## src/rtl/coe_sram_arbiter.sv

```systemverilog
// Shares the single-port coefficient SRAM between the measurement lookup path
// (high-priority reads) and the coefficient loader (low-priority reads/writes).
module coe_sram_arbiter #(
    parameter int unsigned ADDR_W    = 18,
    parameter int unsigned DATA_W    = 16,
    parameter int unsigned RD_LAT    = 2,
    parameter int unsigned WR_STARVE = 8
) (
    input  logic              i_clk_50m,
    input  logic              i_rst,
    input  logic              i_meas_rd_req,
    input  logic [ADDR_W-1:0] i_meas_rd_addr,
    output logic              o_meas_rd_ack,
    output logic              o_meas_rd_valid,
    output logic [DATA_W-1:0] o_meas_rd_data,
    input  logic              i_load_req,
    input  logic              i_load_we,
    input  logic [ADDR_W-1:0] i_load_addr,
    input  logic [DATA_W-1:0] i_load_wdata,
    output logic              o_load_ack,
    output logic              o_load_rd_valid,
    output logic [DATA_W-1:0] o_load_rd_data,
    output logic              o_sram_ce,
    output logic              o_sram_we,
    output logic [ADDR_W-1:0] o_sram_addr,
    output logic [DATA_W-1:0] o_sram_wdata,
    input  logic [DATA_W-1:0] i_sram_rdata,
    input  logic              i_stat_clr,
    output logic [15:0]       o_stall_cnt,
    output logic              o_busy
);

    localparam int unsigned CNT_W   = 8;
    localparam int unsigned STALL_W = 16;

    localparam logic [1:0] S_IDLE  = 2'd0;
    localparam logic [1:0] S_READ  = 2'd1;
    localparam logic [1:0] S_DRAIN = 2'd2;
    localparam logic [1:0] S_WRITE = 2'd3;

    logic [1:0]         r_state;
    logic [1:0]         w_state_nxt;
    logic [CNT_W-1:0]   r_starve_cnt;
    logic [RD_LAT:0]    r_tag_vld;
    logic [RD_LAT:0]    r_tag_own;
    logic [STALL_W-1:0] r_stall_cnt;
    logic               r_sram_ce;
    logic               r_sram_we;
    logic [ADDR_W-1:0]  r_sram_addr;
    logic [DATA_W-1:0]  r_sram_wdata;
    logic               r_meas_rd_valid;
    logic [DATA_W-1:0]  r_meas_rd_data;
    logic               r_load_rd_valid;
    logic [DATA_W-1:0]  r_load_rd_data;

    logic w_lock;
    logic w_pipe_empty;
    logic w_meas_xfer;
    logic w_load_rd_ok;
    logic w_load_wr_ok;
    logic w_load_ack;
    logic w_load_xfer;
    logic w_load_wr_xfer;
    logic w_load_rd_xfer;
    logic w_rd_issue;
    logic w_tag_next_any;

    // READ/DRAIN are entered exactly when the tag pipeline will hold a read
    assign w_lock       = (r_starve_cnt == CNT_W'(WR_STARVE));
    assign w_pipe_empty = (r_state == S_IDLE) || (r_state == S_WRITE);

    assign w_meas_xfer    = i_meas_rd_req && !w_lock;
    assign w_load_rd_ok   = !i_meas_rd_req || w_lock;
    assign w_load_wr_ok   = w_pipe_empty && !w_meas_xfer;
    assign w_load_ack     = i_load_we ? w_load_wr_ok : w_load_rd_ok;
    assign w_load_xfer    = i_load_req && w_load_ack;
    assign w_load_wr_xfer = w_load_xfer && i_load_we;
    assign w_load_rd_xfer = w_load_xfer && !i_load_we;
    assign w_rd_issue     = w_meas_xfer || w_load_rd_xfer;
    assign w_tag_next_any = w_rd_issue || (|r_tag_vld[RD_LAT-1:0]);

    always_ff @(posedge i_clk_50m) begin
        if (i_rst) begin
            r_state <= S_IDLE;
        end else begin
            r_state <= w_state_nxt;
        end
    end

    always_comb begin
        w_state_nxt = S_IDLE;
        if (w_load_wr_xfer) begin
            w_state_nxt = S_WRITE;
        end else if (w_tag_next_any) begin
            w_state_nxt = (w_lock || (i_load_req && i_load_we)) ? S_DRAIN : S_READ;
        end
    end

    // Starvation counter: measurement grants seen while the loader waits
    always_ff @(posedge i_clk_50m) begin
        if (i_rst) begin
            r_starve_cnt <= '0;
        end else if (w_load_xfer || !i_load_req) begin
            r_starve_cnt <= '0;
        end else if (w_meas_xfer) begin
            r_starve_cnt <= r_starve_cnt + CNT_W'(1);
        end
    end

    // Tag pipeline: stage 0 aligns with o_sram_ce, stage RD_LAT with returned data
    always_ff @(posedge i_clk_50m) begin
        if (i_rst) begin
            r_tag_vld <= '0;
            r_tag_own <= '0;
        end else begin
            r_tag_vld <= {r_tag_vld[RD_LAT-1:0], w_rd_issue};
            r_tag_own <= {r_tag_own[RD_LAT-1:0], w_load_rd_xfer};
        end
    end

    always_ff @(posedge i_clk_50m) begin
        if (i_rst) begin
            r_sram_ce    <= 1'b0;
            r_sram_we    <= 1'b0;
            r_sram_addr  <= '0;
            r_sram_wdata <= '0;
        end else begin
            r_sram_ce <= w_meas_xfer || w_load_xfer;
            r_sram_we <= w_load_wr_xfer;
            if (w_meas_xfer) begin
                r_sram_addr <= i_meas_rd_addr;
            end else if (w_load_xfer) begin
                r_sram_addr <= i_load_addr;
            end
            if (w_load_wr_xfer) begin
                r_sram_wdata <= i_load_wdata;
            end
        end
    end

    // Route returned data to the tagged owner; data holds until its next return
    always_ff @(posedge i_clk_50m) begin
        if (i_rst) begin
            r_meas_rd_valid <= 1'b0;
            r_meas_rd_data  <= '0;
            r_load_rd_valid <= 1'b0;
            r_load_rd_data  <= '0;
        end else begin
            r_meas_rd_valid <= r_tag_vld[RD_LAT] && !r_tag_own[RD_LAT];
            r_load_rd_valid <= r_tag_vld[RD_LAT] && r_tag_own[RD_LAT];
            if (r_tag_vld[RD_LAT] && !r_tag_own[RD_LAT]) begin
                r_meas_rd_data <= i_sram_rdata;
            end
            if (r_tag_vld[RD_LAT] && r_tag_own[RD_LAT]) begin
                r_load_rd_data <= i_sram_rdata;
            end
        end
    end

    always_ff @(posedge i_clk_50m) begin
        if (i_rst) begin
            r_stall_cnt <= '0;
        end else if (i_stat_clr) begin
            r_stall_cnt <= '0;
        end else if (i_meas_rd_req && w_lock && (r_stall_cnt != '1)) begin
            r_stall_cnt <= r_stall_cnt + STALL_W'(1);
        end
    end

    assign o_meas_rd_ack   = !w_lock;
    assign o_load_ack      = w_load_ack;
    assign o_meas_rd_valid = r_meas_rd_valid;
    assign o_meas_rd_data  = r_meas_rd_data;
    assign o_load_rd_valid = r_load_rd_valid;
    assign o_load_rd_data  = r_load_rd_data;
    assign o_sram_ce       = r_sram_ce;
    assign o_sram_we       = r_sram_we;
    assign o_sram_addr     = r_sram_addr;
    assign o_sram_wdata    = r_sram_wdata;
    assign o_stall_cnt     = r_stall_cnt;
    assign o_busy          = r_sram_ce || (r_state == S_READ) || (r_state == S_DRAIN);

endmodule

```

## config.mk

```make
export PLATFORM = sky130hd
export DESIGN_NAME = coe_sram_arbiter
export DESIGN_NICKNAME = d
export VERILOG_FILES = /design/src/rtl/coe_sram_arbiter.sv
export SDC_FILE = /design/constraint.sdc
export NUM_CORES = 1
export LEC_CHECK = 0
export CORE_MARGIN = 2
export CORE_UTILIZATION = 50
export DETAILED_ROUTE_END_ITERATION = 12
export DONT_BUFFER_PORTS = 1
export PLACE_DENSITY_LB_ADDON = 0.12
export SYNTH_ARGS = -nofsm -noshare
export SYNTH_HDL_FRONTEND = slang
export SYNTH_SLANG_ARGS = --single-unit
```

## constraint.sdc

```tcl
create_clock -name i_clk_50m -period 2 [get_ports i_clk_50m]
set_clock_uncertainty 0.05 [all_clocks]
set_input_delay 0.4 -clock i_clk_50m [delete_from_list [all_inputs] [get_ports i_clk_50m]]
set_output_delay 0.4 -clock i_clk_50m [all_outputs]
set_load 0.005 [all_outputs]
```

# After elaboration in Yosys (flattened, before gate mapping)
# Index checks and enable logic that the tools add are counted.
totals:
  ff_bits: 102
  latch_bits: 0
  mem_bits_rw: 0
  mem_bits_ro: 0
  in_bits: 74
  output_inout_bits: 89
  word_cells: 56
  n_memories: 0
classes:
  n_addsub: 2
  multipliers: 0
  div_mod_pow: 0
  n_lt_le_gt_ge: 0
  n_eq_ne: 5
  n_shift: 0
  muxes: 6
  bitwise_logic: 0
  reduce_logical: 30
ops:
  columns: ["op", "n"]
  rows:
  - ["2-to-1 mux 18 bit", 2]
  - ["adder 16 x 1 -> 16 bit (second input constant)", 1]
  - ["!= test 16 bit (second input constant)", 1]
  - ["logical AND 1 bit", 10]
  - ["logical OR 1 bit", 9]
  - ["adder 8 x 1 -> 8 bit (second input constant)", 1]
  - ["equality test 8 x 4 -> 1 bit (second input constant)", 1]
  - ["zero test 1 bit", 6]
  - ["2-to-1 mux 2 bit", 3]
  - ["OR reduction 2 bit", 3]
  - ["equality test 2 bit (second input constant)", 2]
  - ["equality test 2 x 1 -> 1 bit (second input constant)", 1]
  - ["zero test 2 bit", 1]
  - ["nonzero test 2 bit", 1]
  - ["2-to-1 mux 1 bit", 1]

# Depth between registers and ports, before layout
# Gate-level depths: netlist of the first run.
logic_depth:
  ltp_word: 12
  mapped_depth: 9
  depth_no_buf: 6

# Least setup slack after synthesis of the first run
# OpenSTA, ideal clock, no wires.
synth_path:
  path_type: "flip-flop to output port"
  start: "register r_starve_cnt[0]"
  end: "output port o_load_ack"
  t_arrival_ns: 1.637
  required_ns: 1.550
  setup_slack_ns: -0.087
  path_stages_with_launch: 8
  n_path_buf: 2
  path_cell_list: "dfxtp_1 -> inv_1 -> ha_1 -> or4b_1 -> buf_6 -> o21a_1 -> clkbuf_1 -> nor2_1"
synth_via:
  elab_chain_cells: 6
  word_cells_on_any_way: 7
  classes_between: "eq/ne: 1; mux: 1; reduce/logical: 5"
synth_rtl:
  columns: ["item", "line_no", "text"]
  rows:
  - ["start: declaration", "43", "logic [CNT_W-1:0] r_starve_cnt;"]
  - ["start signal: assignment", "106", "r_starve_cnt <= r_starve_cnt + CNT_W'(1);"]
  - ["equality test 8 x 4 -> 1 bit (*)", "69", "assign w_lock = (r_starve_cnt == CNT_W'(WR_STARVE));"]
  - ["zero test 1 bit", "72", "assign w_meas_xfer = i_meas_rd_req && !w_lock;"]
  - ["logical AND 1 bit", "72", null]
  - ["zero test 1 bit", "74", "assign w_load_wr_ok = w_pipe_empty && !w_meas_xfer;"]
  - ["logical AND 1 bit", "74", null]
  - ["2-to-1 mux 1 bit (*)", "75", "assign w_load_ack = i_load_we ? w_load_wr_ok : w_load_rd_ok;"]
  - ["end: declaration", "20", "output logic o_load_ack,"]
# Every way passes the cells marked *; elsewhere a longest branch is shown, timed or not.

# Final worst setup path of the first run
layout_path:
  start: "register r_starve_cnt[1]"
  end: "output port o_meas_rd_ack"
layout_via:
  elab_chain_cells: 2
layout_rtl:
  columns: ["item", "line_no", "text"]
  rows:
  - ["equality test 8 x 4 -> 1 bit", "69", null]
  - ["zero test 1 bit", "170", "assign o_meas_rd_ack = !w_lock;"]
  - ["end: declaration", "13", "output logic o_meas_rd_ack,"]
# No other way between the ends.

==> summary.md, run 1 <==
| Metric | Value |
|---|---|
| Largest net degree at the start of global routing | `83` |
| Worst path bufs/invs | `2` |
| Core Region | `8220 um2` |
| Post-Synthesis Net Count | `575` |
| Row cnt | `33` |
| RR Endpoint | `o_sram_addr[11]` |
| Final setup margin | `-0.236 ns` |
| Final Non-Filler Cells | `640` |
| Vias post-DR | `3723` |
| Number of global-route vias before repair | `3449` |
| R2R cell count | `10` |
| Worst path cell trace | `inv_2, ha_4, or4b_4, buf_6, or2_4` |
| Startpoint Class | `flop` |
| Reg2reg setup slack | `-0.20 ns` |
| Worst Path Max Fanout | `3` |
| CTS buffer count | `9` |
| WP data required | `1.55 ns` |
| Worst VDD drop | `0.422 mV` |
| Synth warn | `0` |
| Multi-input gate area | `2350 um2` |
| Most frequent cell after synthesis | `dfxtp_1` |
| Hpwl dp | `7640 um` |
| CP endpoint kind | `primary output` |
| FF/Latch Area | `2040 um2` |
| Worst reg2reg path startpoint | `r_starve_cnt[1]` |
| Post-synth top area cell | `dfxtp_1` |
| Commonest cells post-synth | `dfxtp_1, nand2_1, a21oi_1` |
| Worst skew pair latency | `0.37 ns` |
| Hold Crit Class | `input port to flop` |
| Mapped Area | `4260 um2` |
| Number of cells on the critical path | `5` |
| Max-slew violation count | `0` |
| First-pass GRT wire length | `17300 um` |
| Slowest Stage Delay on Critical Path | `0.49 ns` |
| Yosys cell types | `48` |
| Number of antenna diodes | `0` |
| Slew @ Worst Pin | `0.666 ns` |
| Layout Nets | `609` |
| Chip Width | `96.3 um` |
| Crit share post-route | `1.12` |
| Synth Instances | `496` |
| Post-synth EDFFs | `0` |
| Top-area cell type share of the netlist area | `0.479` |
| Sequential area share after synthesis | `0.479` |
| Largest cells by area after synthesis | `dfxtp_1, a21oi_1, nand2_1, mux2i_1, nor2_1` |
| Crit Path Category | `flop to primary output` |
| Vias per cell | `5.82` |
| RSZ-0062 raised after global routing | `yes` |
| Fin util | `0.646` |
| Root buf cell | `clkbuf_8` |
| Area Overhead vs Synth | `24.7%` |
| Share of layout cells above drive strength 1 | `0.264` |
| Pleak | `1.89 nW` |
| Clock slew at reported path FFs | `0.11 ns` |
| Post-layout min period | `2.24 ns` |
| Port Buf Inserts | `0` |
| Violated checks | `negative setup slack` |
| Async SR Flop Fraction | `0` |
| # fillers | `681` |
| TritonRoute pass-1 iters | `4` |
| Drt wl/cell | `18.2 um` |
| CTS tree | `built` |
| # Max-Cap Violations | `0` |
| Iter 0 DRT Violations | `137` |
| CP startpoint | `r_starve_cnt[1]` |
| Post-DRT Antenna Nets | `0` |
| Total grt overflow | `0` |
| Slew HR | `0.554` |
| Worst-case clock buffer depth | `2` |
| Synthesis-stage register bit count | `102` |
| Final Hold Violating Endpoints | `0` |
| Residual DRC | `0` |
| Avg Inst Size Synth | `8.59 um2` |
| CTS sink count | `102` |
| Critical Path AT | `1.79 ns` |
| Post-Place Worst Slack | `-0.0521 ns` |
| Routability cong. | `0.850` |
| Die Height | `96.3 um` |
| TNS Setup | `-6.11 ns` |
| Routed WL | `11600 um` |
| Area of the die | `9270 um2` |
| Initial Util | `0.518` |
| Peak Freq | `447 MHz` |
| Crit-path slowest cell | `or4b_4` |
| GR Util All Layers | `0.242` |
| H-tree level count | `3` |
| Initial antenna violation count | `0` |
| Power density cells | `705 nW/um2` |
| Final setup violation count | `45` |
| Placed Instances | `604` |
| Kind of cell adding the most delay to the critical path | `simple AND/OR/NAND/NOR gates` |
| CP Capture Point | `o_meas_rd_ack` |
| I/O pin total | `163` |
| Hold Slack | `0.0453 ns` |
| Primary FF master, synth | `dfxtp_1` |
| Outcome | `finished with violations` |
==> where the power goes <==
group          leakage, nW  total (mW)  switching [mW]  internal, mW
Sequential           0.831        2.13          0.0448          2.09
Clock               0.0924        1.27           0.784         0.483
Combinational        0.969       0.346           0.175         0.171
==> placed cells by master (no fill, tap or decap), types with 6 or more instances in the layout <==
cell / n
nand3_1: 12
dfxtp_1: 100
a21oi_2: 13
nor2_1: 30
nand3_2: 7
a21oi_1: 47
a211oi_1: 7
buf_12: 6
nor2b_1: 7
nand4_1: 14
mux2i_1: 19
o21ai_0: 16
clkbuf_8: 9
nand2_1: 78
nor2_2: 9
a211oi_2: 12
buf_4: 40
==> sequential cells by signal, summed over array words and instances (netlist names), 2 cells and up <==
| name | cells |
|---|---|
| r_tag_vld | 3 |
| r_tag_own | 3 |
| o_stall_cnt | 16 |
| r_starve_cnt | 8 |
| o_meas_rd_data | 16 |
| o_sram_addr | 18 |
| o_load_rd_data | 16 |
| r_state | 2 |
| o_sram_wdata | 16 |
==> metal layers <==
metal,vias to the layer above,GRT usage,routed length [um]
met5,-,0,0
met4,0,0.0739,173
li1,1822,-,-
met1,1751,0.299,4620
met2,137,0.395,5730
met3,13,0.0846,1100
==> worst register-to-register path, cell delays in order, from the launching register on <==
cell and delay [ns]:
dfxtp_2 0.34, inv_2 0.07, ha_4 0.13, or4b_4 0.49
buf_6 0.14, buf_4 0.13, o21ai_4 0.26, buf_12 0.17
buf_12 0.13, nor2_4 0.04, a211oi_2 0.19
==> through the flow <==
| stage | area [um2] | total power, mW |
|---|---|---|
| after detailed placement | 4550 | 2.41 |
| final | 5310 | 3.75 |
| after floorplan | 4280 | 2.36 |
| after global placement | 4550 | 2.40 |
| after CTS | 4990 | 3.70 |
| after global routing | 5310 | 3.89 |
==> worst min path at each step <==
stage / from / end / slack [ns] / depth (start not counted)
after global placement: r_tag_own[0] / r_tag_own[1] / 0.38 / 1
final: i_rst / o_load_rd_data[2] / 0.05 / 1
after detailed placement: r_tag_own[0] / r_tag_own[1] / 0.38 / 1
after global routing: i_rst / o_load_rd_data[2] / 0.02 / 1
after CTS: i_rst / o_load_rd_data[2] / 0.02 / 1
after floorplan: r_tag_own[0] / r_tag_own[1] / 0.36 / 1
==> final cells by class <==
cell class,count,share of cell area
Tap cell,105,0.0247
Sequential cell,102,0.385
Clock buffer,9,0.0233
Timing Repair Buffer,56,0.107
Inverter,7,0.00495
Clock inverter,7,0.0127
Multi-Input combinational cell,354,0.443
==> what timing repair did <==
action	4_1_cts	5_1_grt
buffers inserted	7	10
resized for setup	32	54
pin swaps	19	30
endpoints found under the setup margin	33	54
hold buffers	0	0
cloned	3	1
==> cells by family after synthesis <==
group | count (synthesis) | share of synthesized area
simple gates | 201 | 0.234
compound gates | 122 | 0.172
flops | 102 | 0.479
buf+inv | 40 | 0.0411
mux | 19 | 0.0447
xor+xnor | 7 | 0.0144
fa+ha+maj | 5 | 0.0147
Note: power is estimated with default switching activity, not from simulation.
==> run 2: changes to the inputs <==
--- a/config.mk
+++ b/config.mk
@@ -6,7 +6,7 @@
 export NUM_CORES = 1
 export LEC_CHECK = 0
 export CORE_MARGIN = 2
-export CORE_UTILIZATION = 50
+export CORE_UTILIZATION = 40
 export DETAILED_ROUTE_END_ITERATION = 12
 export DONT_BUFFER_PORTS = 1
 export PLACE_DENSITY_LB_ADDON = 0.12
==> summary.md, run 2 (synthesis gave the netlist of run 1 again) <==
| Metric | Value |
|---|---|
| Outcome | `finished with violations` |
| Violated checks | `negative setup slack` |
| Final setup margin | `-0.214 ns` |
| Post-layout min period | `2.21 ns` |
| TNS Setup | `-6.10 ns` |
| Vias per cell | `5.56` |
| Number of flip-flops in the largest register | `18` |
| H-tree level count | `3` |
| I/O pin total | `163` |
| Slew @ Worst Pin | `0.682 ns` |
| Worst VDD drop | `0.318 mV` |
| GR Util All Layers | `0.197` |
| Peak Freq | `452 MHz` |
| WP data required | `1.55 ns` |
| Routed WL | `11800 um` |
| Final setup violation count | `49` |
| Chip Width | `107 um` |
| Die Height | `107 um` |
| Initial antenna violation count | `0` |
| RSZ-0062 raised after global routing | `yes` |
| Critical Path AT | `1.76 ns` |
| Initial Util | `0.413` |
| Worst path bufs/invs | `2` |
| Root buf cell | `clkbuf_8` |
| First-pass GRT wire length | `17900 um` |
| Worst path cell trace | `inv_1, ha_4, or4b_4, buf_8, or2_4` |
| Crit-path slowest cell | `or4b_4` |
| Routability cong. | `0.797` |
| Power density cells | `693 nW/um2` |
| Worst skew pair latency | `0.37 ns` |
| Area of the die | `11500 um2` |
| Vias post-DR | `3733` |
| Hpwl dp | `7700 um` |
| Worst-case clock buffer depth | `2` |
| # Max-Cap Violations | `0` |
| Kind of cell adding the most delay to the critical path | `simple AND/OR/NAND/NOR gates` |
| Crit Path Category | `flop to primary output` |
| TritonRoute pass-1 iters | `4` |
| Layout Nets | `610` |
| Crit share post-route | `1.11` |
| CP endpoint kind | `primary output` |
| Most common cell after layout, fill and taps aside | `dfxtp_1` |
| Hold Crit Class | `input port to flop` |
| Iter 0 DRT Violations | `198` |
| Hold_buf cts | `0` |
| Residual DRC | `0` |
| Hold Slack | `0.0262 ns` |
| Drt wl/cell | `17.5 um` |
| Clock slew at reported path FFs | `0.10 ns` |
| Total grt overflow | `0` |
| Port Buf Inserts | `0` |
| Area Overhead vs Synth | `24.3%` |
| Max-slew violation count | `0` |
| Number of global-route vias before repair | `3536` |
| Commonest cells after routing, fill and taps aside | `dfxtp_1, nand2_1, a21oi_1` |
| Final Hold Violating Endpoints | `0` |
| CTS sink count | `102` |
| Core Region | `10300 um2` |
| Share of layout cells above drive strength 1 | `0.228` |
| Row cnt | `37` |
| Pleak | `1.89 nW` |
| Slew HR | `0.545` |
| Number of antenna diodes | `0` |
| # fillers | `977` |
| Slowest Stage Delay on Critical Path | `0.48 ns` |
| Startpoint Class | `flop` |
| Post-DRT Antenna Nets | `0` |
| Worst Path Max Fanout | `3` |
| Fin util | `0.513` |
| CTS buffer count | `9` |
| Largest net degree at the start of global routing | `83` |
| CTS tree | `built` |
==> run 2: cell types whose count changed in the layout (fill, tap and decap cells not counted), moves of 4 or more <==
cell and delta:
nor2_1 +10, nor2_2 -9, a211oi_1 +6, a211oi_2 -6, clkbuf_16 +4, nand3_2 +4, nand3_4 -4
==> run 2: area by class of cell <==
class | instances | area, um2 | share of cell area
multi-input combinational | 354 | 2240 | 0.422
sequential | 102 | 2040 | 0.386
timing repair buffer | 57 | 641 | 0.121
tap | 136 | 170 | 0.0321
clock buffer | 11 | 131 | 0.0248
clock inverter | 5 | 45.0 | 0.00851
inverter | 7 | 26.3 | 0.00496
==> run 2: per-stage QoR <==
stage	worst slack (ns)	instance area [um2]	std cells	power, mW
2_1_floorplan	0.0206	4280	496	2.36
3_3_place_gp	-0.0167	4610	638	2.40
3_5_place_dp	-0.0672	4610	638	2.41
4_1_cts	-0.227	5010	664	3.66
5_1_grt	-0.288	5290	672	3.82
6_report	-0.214	5290	672	3.67
==> run 2: routing by layer <==
metal  wire, um  vias up  global-route usage
li1           -     1827                   -
met1       4990     1742               0.247
met2       5540      149               0.312
met3        961       15              0.0559
met4        261        0              0.0900
met5          0        -                   0
==> run 2: worst paths after layout <==
| kind | start | to | slack [ns] | cells after the start |
|---|---|---|---|---|
| setup / recovery | r_starve_cnt[0] | o_meas_rd_ack | -0.21 | 5 |
| hold / removal | i_rst | r_state[0] | 0.03 | 1 |
| setup reg to reg | r_starve_cnt[0] | o_sram_wdata[13] | -0.18 | 11 |
| hold reg to reg | r_tag_own[0] | r_tag_own[1] | 0.40 | 1 |
==> run 2: power breakdown <==
part	switching [mW]	total, mW	internal (mW)
combinational	0.161	0.328	0.167
clock	0.741	1.21	0.470
sequential	0.0438	2.13	2.09
==> run 2: worst reg2reg max path, stage by stage, from the launching register on <==
cell	delay (ns)
dfxtp_2	0.33
inv_1	0.07
ha_4	0.13
or4b_4	0.48
buf_8	0.14
buf_6	0.13
o21ai_4	0.22
buf_6	0.15
buf_12	0.10
buf_16	0.12
nand3_2	0.08
a21oi_2	0.13
==> run 2: repair_timing <==
action | in CTS | in global routing
cloned | 3 | 5
endpoints found under the setup margin | 41 | 50
pin swaps | 18 | 25
resized for setup | 19 | 46
buffers inserted | 7 | 6
